## config.mk

```make
export PLATFORM = sky130hd
export DESIGN_NAME = fetch_unit
export DESIGN_NICKNAME = d
export VERILOG_FILES = /design/src/rtl/fetch_unit.sv
export SDC_FILE = /design/constraint.sdc
export NUM_CORES = 1
export LEC_CHECK = 0
export CORE_AREA = 2 2 143 145
export DETAILED_ROUTE_END_ITERATION = 6
export DIE_AREA = 0 0 145 147
export PLACE_DENSITY = 0.84
export SLEW_MARGIN = 25
export SYNTH_ARGS = -nofsm -noshare
export SYNTH_HDL_FRONTEND = slang
export SYNTH_SLANG_ARGS = --single-unit
```

## constraint.sdc

```tcl
create_clock -name clk -period 4.4 [get_ports clk]
set_input_delay 0.88 -clock clk [delete_from_list [all_inputs] [get_ports clk]]
set_output_delay 0.88 -clock clk [all_outputs]
set_load 0.1 [all_outputs]
```

## src/rtl/fetch_unit.sv

```systemverilog
`default_nettype none
// ============================================================================
// Module      : fetch_unit
// Description : Instruction fetch stage. Issues word-aligned requests to the
//               instruction memory, presents fetched words to the IF/ID
//               register with valid/stall flow control, and buffers one word
//               in a skid entry when decode stalls. Branch redirects
//               override every other event; a redirect that arrives while a
//               request is outstanding drains that request first.
// Revision    : 1.0 - initial release
// ============================================================================
module fetch_unit #(
  parameter int unsigned       DATA_W   = 32,
  parameter logic [DATA_W-1:0] RESET_PC = '0
) (
  input  logic              clk,
  input  logic              rst_n,
  output logic              imem_req,
  output logic [DATA_W-1:0] imem_addr,
  input  logic              imem_ack,
  input  logic [DATA_W-1:0] imem_rdata,
  input  logic              branch_taken,
  input  logic [DATA_W-1:0] branch_target,
  input  logic              stall,
  output logic              if_valid,
  output logic [DATA_W-1:0] if_pc,
  output logic [DATA_W-1:0] if_pc_plus4,
  output logic [DATA_W-1:0] if_instr
);

  localparam logic [DATA_W-1:0] ALIGN_MASK = ~(DATA_W'(3));
  localparam logic [DATA_W-1:0] WORD_BYTES = DATA_W'(4);

  typedef enum logic [1:0] {
    IDLE  = 2'd0,
    REQ   = 2'd1,
    DRAIN = 2'd2,
    BLOCK = 2'd3
  } state_t;

  state_t            state, state_next;
  logic [DATA_W-1:0] pc;          // next address to request
  logic [DATA_W-1:0] drain_addr;  // address of the request being drained
  logic              skid_valid;
  logic [DATA_W-1:0] skid_pc;
  logic [DATA_W-1:0] skid_instr;

  logic              fetch_done;  // a live (non-discarded) fetch completes
  logic              consume;     // decode takes the output slot this edge
  logic              to_out;      // completing fetch goes straight to outputs
  logic              to_skid;     // completing fetch parks in the skid entry
  logic [DATA_W-1:0] pc_inc;

  assign fetch_done = (state == REQ) && imem_ack && !branch_taken;
  assign consume    = if_valid && !stall;
  assign to_out     = fetch_done && (!if_valid || !stall);
  assign to_skid    = fetch_done && if_valid && stall;
  assign pc_inc     = pc + WORD_BYTES;

  // State register
  always_ff @(posedge clk or negedge rst_n) begin
    if (!rst_n) state <= IDLE;
    else        state <= state_next;
  end

  // Next-state and memory-request outputs
  always_comb begin
    state_next = state;
    imem_req   = 1'b0;
    imem_addr  = pc & ALIGN_MASK;
    case (state)
      IDLE: begin
        state_next = REQ;
      end
      REQ: begin
        imem_req = 1'b1;
        if (branch_taken)  state_next = imem_ack ? REQ : DRAIN;
        else if (to_skid)  state_next = BLOCK;
      end
      DRAIN: begin
        imem_req  = 1'b1;
        imem_addr = drain_addr & ALIGN_MASK;
        // the drained data is always thrown away; only the target matters
        if (!branch_taken && imem_ack) state_next = REQ;
      end
      BLOCK: begin
        if (branch_taken || consume) state_next = REQ;
      end
      default: state_next = IDLE;
    endcase
  end

  // Fetch address, output slot and skid entry
  always_ff @(posedge clk or negedge rst_n) begin
    if (!rst_n) begin
      pc          <= RESET_PC;
      drain_addr  <= RESET_PC;
      if_valid    <= 1'b0;
      if_pc       <= '0;
      if_pc_plus4 <= '0;
      if_instr    <= '0;
      skid_valid  <= 1'b0;
      skid_pc     <= '0;
      skid_instr  <= '0;
    end else if (branch_taken) begin
      pc         <= branch_target & ALIGN_MASK;
      if_valid   <= 1'b0;
      skid_valid <= 1'b0;
      // remember the in-flight address so it stays on the bus until acked
      if (state == REQ && !imem_ack) drain_addr <= pc;
    end else begin
      if (fetch_done) pc <= pc_inc;

      if (consume && skid_valid) begin
        if_pc       <= skid_pc;
        if_pc_plus4 <= skid_pc + WORD_BYTES;
        if_instr    <= skid_instr;
        if (fetch_done) begin
          skid_pc    <= pc;
          skid_instr <= imem_rdata;
        end else begin
          skid_valid <= 1'b0;
        end
      end else if (to_out) begin
        if_valid    <= 1'b1;
        if_pc       <= pc;
        if_pc_plus4 <= pc_inc;
        if_instr    <= imem_rdata;
      end else if (consume) begin
        if_valid <= 1'b0;
      end

      if (to_skid) begin
        skid_valid <= 1'b1;
        skid_pc    <= pc;
        skid_instr <= imem_rdata;
      end
    end
  end

endmodule
`default_nettype wire

```

==> reports/results.ini, run 1 <==
[run_status]
status=complete, no violations

[final_layout]
area_growth_pct=24.8
final_common_cell=nand2_1
fillers=1440
drive_above_1_share_pct=18.6
final_cell_mix=nand2_1, dfrtp_1, clkdlybuf4s50_1
fin_area_um2=13800
num_antenna_cells=0
final_nets=1318

[global_routing]
gr-usage-all-layers_pct=26.5
antenna_found_initial=0
grt_overflow_total=0
grt_pass1_vias=8792
grt_pass1_wl_mm=45.9
grt_max_degree=134

[drt]
drt-wirelength-per-cell_um=18.7
ant_nets=0
first_pass_iters=5
via_per_inst=5.85
drtIter0Drc=779
drc=0
num_vias=8949
finalWirelength_mm=28.6

[logic_synthesis]
synth_edf_count=0
synth-seq-area-share_pct=49.4
synthCells=1107
syn_area_um2=11000
synth.ff_latch_count=218
ys.flop_type=dfrtp_1
yosysTopAreaCell=dfrtp_1
yosysWarningCount=0
ys_top_cells_by_area=dfrtp_1, mux2_2, nand2_1
yosysUniqueCellTypes=54
ys_async_sr_fraction_pct=100
synth_top_area_share_pct=49.4
syn_avg_cell_area_um2=9.98

[clocking]
holdBufCountCts=0
postCtsSetupBuffers=0
cts_sinks=218
clock_path_buffers=3
cts_resized=0
clk_latency_ns=0.52
cts_root_buf=clkbuf_16
path_clk_slew_ns=0.06
htree_levels=1
cts_tree=done
numCtsBuffers=24

[critical_path]
cp_data_required_time_ns=3.52
crit_fanout=20
critPathLaunch=state[0]
r2r_start=state[1]
crit_type=register to output pin
endpoint_kind=output pin
critPathArrivalTime_ns=2.59
startpoint_type=register

[floorplanning]
die-area_um2=21300
die_h_um=147
num_io_pins=199
initial_core_util_pct=55.7
core.rowCount=52
core_area_um2=19800
fp.dieW_um=145

[run]
max_cap_violations=0

[hold_path]
hold_class=primary input to asynchronous set/reset pin

[placement]
io_buffers=190
hpwl_mm=19.2
place_congestion=0.900
placed_area_um2=12900

[timing]
drv_slew=0
finClkSkew_ns=0.0149
fmax_mhz=288
tns_ns=0
hold_violations=0
slew_headroom_pct=28.4
finalSetupViolCount=0
fin_crit_sh_pct=78.9
fin_crit_ns=3.47
tightestPinTransition_ns=1.07
rsz0062_at_grt=false

[pwr]
cellLeakagePower_nw=5.66
peakVddDrop_uv=684
power.density_nw_per_um2=849

[worst paths after layout]
check	endpoint	slack, ns	cells past startpoint
min in group clk	if_pc_plus4[4]	0.47	2
min	skid_instr[9]	0.28	1
max in group asynchronous	skid_instr[17]	3.05	3
min reg2reg	if_pc_plus4[4]	0.47	2
max	imem_addr[21]	0.93	5
max reg2reg	if_pc_plus4[20]	1.69	8
[registers in the layout, indices dropped and copies added, names as in the netlist]
register     count
skid_instr      32
if_valid         1
drain_addr      30
if_pc           30
skid_pc         30
if_pc_plus4     30
pc              30
if_instr        32
state            2
skid_valid       1
[worst max-delay path: stages, from the launching register on]
cell,delay [ns]
dfrtp_1,0.41
inv_1,0.07
ha_1,0.58
buf_4,0.40
mux2_2,0.38
buf_4,0.23
[per-stage QoR]
stage | setup slack, ns | total power, mW | hold WS (ns) | instances | utilization, %
final | 0.927 | 11.7 | 0.281 | 1531 | 69.4
after global routing | 0.830 | 12.2 | 0.300 | 1531 | 69.4
after CTS | 0.893 | 11.7 | 0.482 | 1530 | 69.3
after detailed placement | 1.08 | 9.69 | 0.469 | 1487 | 65.2
after global placement | 1.12 | 9.55 | 0.462 | 1487 | 65.2
after floorplan | 0.427 | 8.14 | 0.450 | 1112 | -
[routing by layer]
layer / routed length, um / GRT usage (%) / up-vias
met5: 0 / 0 / -
met4: 1100 / 11.1 / 0
met3: 1780 / 3.85 / 78
met2: 13900 / 44.4 / 360
met1: 11800 / 34.8 / 4414
li1: - / - / 4097
[cell type report]
class	instances	area, um2	area share [%]
inverter	9	33.8	0.245
multi-input combinational	783	5130	37.2
timing repair buffer	208	2020	14.7
clock buffer	38	744	5.40
clock inverter	5	58.8	0.427
tap	270	338	2.45
sequential	218	5460	39.6
[cell usage after synthesis (all sizes together), types with 4 or more instances]
cell / n
or3: 6
mux2i: 9
nand2b: 7
nand2: 219
ha: 5
nor2: 83
a21oi: 8
nand4: 14
buf: 34
nand3: 19
xnor2: 53
a221o: 8
dfrtp: 218
nor3: 24
inv: 9
clkbuf: 68
and4: 6
o21ai: 52
o221ai: 9
xor2: 22
a31oi: 62
nor4: 18
mux2: 119
or4: 4
and3: 7
[where the power goes]
group          leakage [nW]  internal, mW  total (mW)  switching (mW)
Sequential             2.64          2.84        3.55           0.710
Clock                 0.394          1.22        2.03           0.807
Combinational          2.63          1.61        6.13            4.52
Total                  5.66          5.66        11.7            6.04
[cell families after synthesis]
group | Yosys count | share of synthesized area [%]
mux | 128 | 12.9
simple gates | 417 | 17.7
fa+ha+maj | 5 | 0.566
xor+xnor | 75 | 5.95
other cells | 1 | 0.0340
compound gates | 152 | 8.70
flops | 218 | 49.4
buf+inv | 111 | 4.68
Power figures use the tool's default switching activity.
==> run 2: changes to the inputs <==
--- a/config.mk
+++ b/config.mk
@@ -5,10 +5,10 @@
 export SDC_FILE = /design/constraint.sdc
 export NUM_CORES = 1
 export LEC_CHECK = 0
-export CORE_AREA = 2 2 143 145
+export CORE_AREA = 2 2 148 150
 export DETAILED_ROUTE_END_ITERATION = 6
-export DIE_AREA = 0 0 145 147
-export PLACE_DENSITY = 0.84
+export DIE_AREA = 0 0 150 152
+export PLACE_DENSITY = 0.79
 export SLEW_MARGIN = 25
 export SYNTH_ARGS = -nofsm -noshare
 export SYNTH_HDL_FRONTEND = slang
==> constraint.sdc (replaced) <==
create_clock -name clk -period 3.3 [get_ports clk]
set_input_delay 0.66 -clock clk [delete_from_list [all_inputs] [get_ports clk]]
set_output_delay 0.66 -clock clk [all_outputs]
set_load 0.1 [all_outputs]
==> run 2 against run 1 <==
Non-clock buffer count grew 3. Register-to-register slack got worse by 1.0 ns. Global-route usage decreased by 1.7 points. Worst hold slack worse by 0.16 ns. Clock-buffer cell count down 5. Sequential power up 34%. Sequential cell count stayed put. Cell count up 0.72%. Via count decreased by 1.3%. Die area rose by 7.0%.
==> reports/results.ini, run 2 (same netlist as run 1, synthesis figures left out) <==
[run_status]
status=complete, no violations

[drt]
drtIter0Drc=705
finalWirelength_mm=28.3
num_vias=8836
drc=0
via_per_inst=5.73
ant_nets=0
first_pass_iters=5
drt-wirelength-per-cell_um=18.3

[hold_path]
hold_class=primary input to asynchronous set/reset pin

[pwr]
peakVddDrop_uv=899
total_power_mw=15.7
power.density_nw_per_um2=1120
cellLeakagePower_nw=5.88

[critical_path]
critPathArrivalTime_ns=2.15
r2r_end=if_pc_plus4[26]
r2r_slack_ns=0.69
critPathLaunch=state[0]
endpoint_kind=output pin
cp_data_required_time_ns=2.64
crit_type=register to output pin
startpoint_type=register
r2r_start=pc[2]
rr_worst_depth=6
crit_fanout=33

[final_layout]
area_growth_pct=26.3
layoutNonFillerInstCount=1542
fin_util_pct=65.3
final_cell_mix=nand2_1, dfrtp_1, mux2_2
final_common_cell=nand2_1
final_nets=1320
reg_top3=if_instr: 32 flops, skid_instr: 32 flops
drive_above_1_share_pct=26.2
num_antenna_cells=0

[clocking]
cts_root_buf=clkbuf_16
numCtsBuffers=23
clk_latency_ns=0.51
clock_path_buffers=3
htree_levels=1
postCtsSetupBuffers=0
cts_sinks=218
cts_tree=done
holdBufCountCts=0
cts_resized=0
path_clk_slew_ns=0.06

[floorplanning]
core.rowCount=54
fp.dieW_um=150
die-area_um2=22800
core_area_um2=21400
initial_core_util_pct=51.7
die_h_um=152
num_io_pins=199

[timing]
finClkSkew_ns=0.0113
tns_ns=0
setup_ws_ns=0.490
fmax_mhz=356
fin_crit_sh_pct=85.2
rsz0062_at_grt=false
hold_violations=0
tightestPinTransition_ns=0.611
finalSetupViolCount=0
slew_headroom_pct=59.3
drv_slew=0
fin_crit_ns=2.81

[global_routing]
grt_pass1_vias=8783
grt_overflow_total=0
antenna_found_initial=0
grt_pass1_wl_mm=45.9
grt_max_degree=91
gr-usage-all-layers_pct=24.8

[placement]
dp_slack_ns=0.491
dp.cells=1501
hpwl_mm=19.4
io_buffers=190
place_congestion=0.861

[run]
max_cap_violations=0

## run 2: final cells by class
type | count | area, um2
inverters | 9 | 33.8
well taps | 280 | 350
fillers | 1686 | 7400
repair buffers | 211 | 2190
clock inverters | 8 | 121
flip-flops and latches | 218 | 5460
clock buffers | 33 | 673
multi-input cells | 783 | 5130
## run 2: power breakdown
part	internal (mW)	switching [mW]
combinational	2.14	6.07
clock	1.65	1.06
sequential	3.78	0.955
## run 2: how the worst max path moves through the flow
stage / to / slack (ns) / cells past startpoint
global placement: skid_instr[26] / 0.51 / 5
finish: imem_addr[9] / 0.49 / 5
detailed placement: skid_instr[14] / 0.49 / 5
floorplan: imem_addr[13] / 0.31 / 5
global route: imem_addr[4] / 0.40 / 5
CTS: imem_addr[24] / 0.48 / 5
## run 2: through the flow
step / hold slack, ns / instance area (um2)
after global placement: 0.463 / 13200
final: 0.124 / 13900
after floorplan: 0.364 / 11100
after detailed placement: 0.466 / 13200
after global routing: 0.163 / 13900
after CTS: 0.152 / 13900
## run 2: worst max-delay path, cell delays in order, from the launching register on
cell and delay (ns):
dfrtp_1 0.41, inv_1 0.07, ha_1 0.14, buf_4 0.41
mux2_2 0.43, buf_12 0.17
## run 2: routing by layer
| layer | GRT usage [%] | wire length [um] | vias to the layer above |
|---|---|---|---|
| li1 | - | - | 4094 |
| met2 | 40.3 | 13700 | 302 |
| met4 | 8.18 | 816 | 0 |
| met1 | 34.6 | 12000 | 4386 |
| met3 | 2.91 | 1720 | 54 |
| met5 | 0 | 0 | - |
==> run 3: changes to the inputs <==
--- a/config.mk
+++ b/config.mk
@@ -5,10 +5,10 @@
 export SDC_FILE = /design/constraint.sdc
 export NUM_CORES = 1
 export LEC_CHECK = 0
-export CORE_AREA = 2 2 148 150
+export CORE_AREA = 2 2 155 157
 export DETAILED_ROUTE_END_ITERATION = 6
-export DIE_AREA = 0 0 150 152
-export PLACE_DENSITY = 0.79
+export DIE_AREA = 0 0 157 159
+export PLACE_DENSITY = 0.76
 export SLEW_MARGIN = 25
 export SYNTH_ARGS = -nofsm -noshare
 export SYNTH_HDL_FRONTEND = slang
==> constraint.sdc (replaced) <==
create_clock -name clk -period 2.55 [get_ports clk]
set_input_delay 0.51 -clock clk [delete_from_list [all_inputs] [get_ports clk]]
set_output_delay 0.51 -clock clk [all_outputs]
set_load 0.1 [all_outputs]
==> run 3 against run 2 <==
Global-route usage down 1.0 points. Clock power is 31% higher. Cell count increased by 5.2%. Utilization down 3.2 points. Critical path type unchanged. Largest power group unchanged. Wire length grew 4.4%.
==> reports/results.ini, run 3 (same netlist as run 1, synthesis figures left out) <==
[final_layout]
reg_top3=if_instr: 32 flops, skid_instr: 32 flops
fin_area_um2=14400
area_growth_pct=30.5
fillers=1855
layoutNonFillerInstCount=1622
final_nets=1361
num_antenna_cells=0
final_cell_mix=nand2_1, dfrtp_1, buf_4
drive_above_1_share_pct=28.6
final_common_cell=nand2_1

[run_status]
status=complete, no violations

[critical_path]
crit_top_cell=buf_12
critPathTopFamily=buffers and inverters
critical_path_buf_inv_count=3
slowest_stage=dfrtp_1
r2r_start=skid_pc[5]
rr_worst_depth=5
r2r_end=if_pc_plus4[19]
cp_data_required_time_ns=2.04
crit_type=register to output pin
critPathArrivalTime_ns=1.96
worstPathCellList=inv_1 > ha_4 > buf_12 > mux2_2 > buf_12
max_stage_delay_ns=0.41
r2r_slack_ns=0.27
endpoint_kind=output pin
startpoint_type=register
crit_fanout=19

[placement]
io_buffers=190
dp.cells=1578
place_congestion=0.858
hpwl_mm=20.9
placed_area_um2=13600

[floorplanning]
initial_core_util_pct=47.6
die-area_um2=25000
fp.dieW_um=157
core.rowCount=56
core_area_um2=23200
die_h_um=159
num_io_pins=199

[drt]
via_per_inst=5.51
drt-wirelength-per-cell_um=18.2
drtIter0Drc=609
drc=0
ant_nets=0
finalWirelength_mm=29.5
first_pass_iters=7
num_vias=8942

[global_routing]
met3_usage_pct=2.83
busiest_layer=met2
grt_max_degree=68
use_met1_pct=31.9
grt_overflow_total=0
antenna_found_initial=0
use_met2_pct=39.8
gr-usage-all-layers_pct=23.8
grt_pass1_vias=9003
grt_pass1_wl_mm=47.8

[timing]
drv_slew=0
rsz0062_at_grt=false
tns_ns=0
slew_headroom_pct=58.1
hold_violations=0
finClkSkew_ns=0.0226
fin_crit_ns=2.47
fin_crit_sh_pct=97.0
finalSetupViolCount=0
fmax_mhz=404
tightestPinTransition_ns=0.628

[pwr]
cellLeakagePower_nw=6.09
peakVddDrop_uv=1160
power.density_nw_per_um2=1420
total_power_mw=20.5

[clocking]
numCtsBuffers=24
cts_tree=done
cts_sinks=218
clk_latency_ns=0.53
cts_root_buf=clkbuf_16
path_clk_slew_ns=0.06
clock_path_buffers=3
htree_levels=1
postCtsSetupBuffers=0

[run]
max_cap_violations=0

[hold_path]
holdPathEnd=pc[20]
min_from=branch_taken
hold_class=primary input to register
hold_depth=2

## run 3: worst max path at each step
stage | start | to | slack (ns) | cells past startpoint
after floorplan | if_valid | if_instr[10] | 0.15 | 6
after CTS | state[0] | imem_addr[31] | 0.05 | 5
final | state[0] | imem_addr[5] | 0.08 | 5
after global routing | state[0] | imem_addr[5] | 0.008 | 5
after detailed placement | imem_ack | if_pc_plus4[20] | 0.09 | 6
after global placement | stall | if_pc_plus4[4] | 0.12 | 7
## run 3: cell type report
type / count / area [um2] / share of cell area [%]
flip-flops and latches: 218 / 5460 / 37.8
clock inverters: 10 / 141 / 0.981
clock buffers: 32 / 671 / 4.65
multi-input cells: 783 / 5140 / 35.7
well taps: 319 / 399 / 2.77
inverters: 9 / 33.8 / 0.234
repair buffers: 251 / 2570 / 17.8
## run 3: where the power goes
| group | switching (mW) | internal (mW) |
|---|---|---|
| logic | 7.97 | 2.92 |
| clock network | 1.40 | 2.15 |
| registers | 1.18 | 4.90 |
## run 3: what timing repair did
item                                   CTS  global route
setup endpoints to repair                4            29
hold buffers                             1             0
resized for setup                        1             7
cloned                                   0             1
endpoints found under the hold margin   62             0
## run 3: metrics by stage
step / setup WS (ns) / hold WS [ns] / util (%)
after detailed placement: 0.0857 / 0.472 / 58.4
after CTS: 0.0458 / 0.364 / 62.0
after global routing: 0.00797 / 0.391 / 62.1
after global placement: 0.124 / 0.463 / 58.4
final: 0.0770 / 0.383 / 62.1
after floorplan: 0.147 / 0.214 / -
## run 3: worst register-to-register path, delay by kind of cell, from the launching register on
family / cells / cell delay (ns)
AO/OA/AOI/OAI: 1 / 0.33
AND/OR/NAND/NOR: 3 / 1.28
XOR/XNOR: 1 / 0.11
flip-flops: 1 / 0.47
## run 3: layer usage
layer,vias to the layer above,share of wire [%]
li1,4186,-
met1,4403,42
met2,286,49
met3,67,5.0
met4,0,3.7
met5,-,0
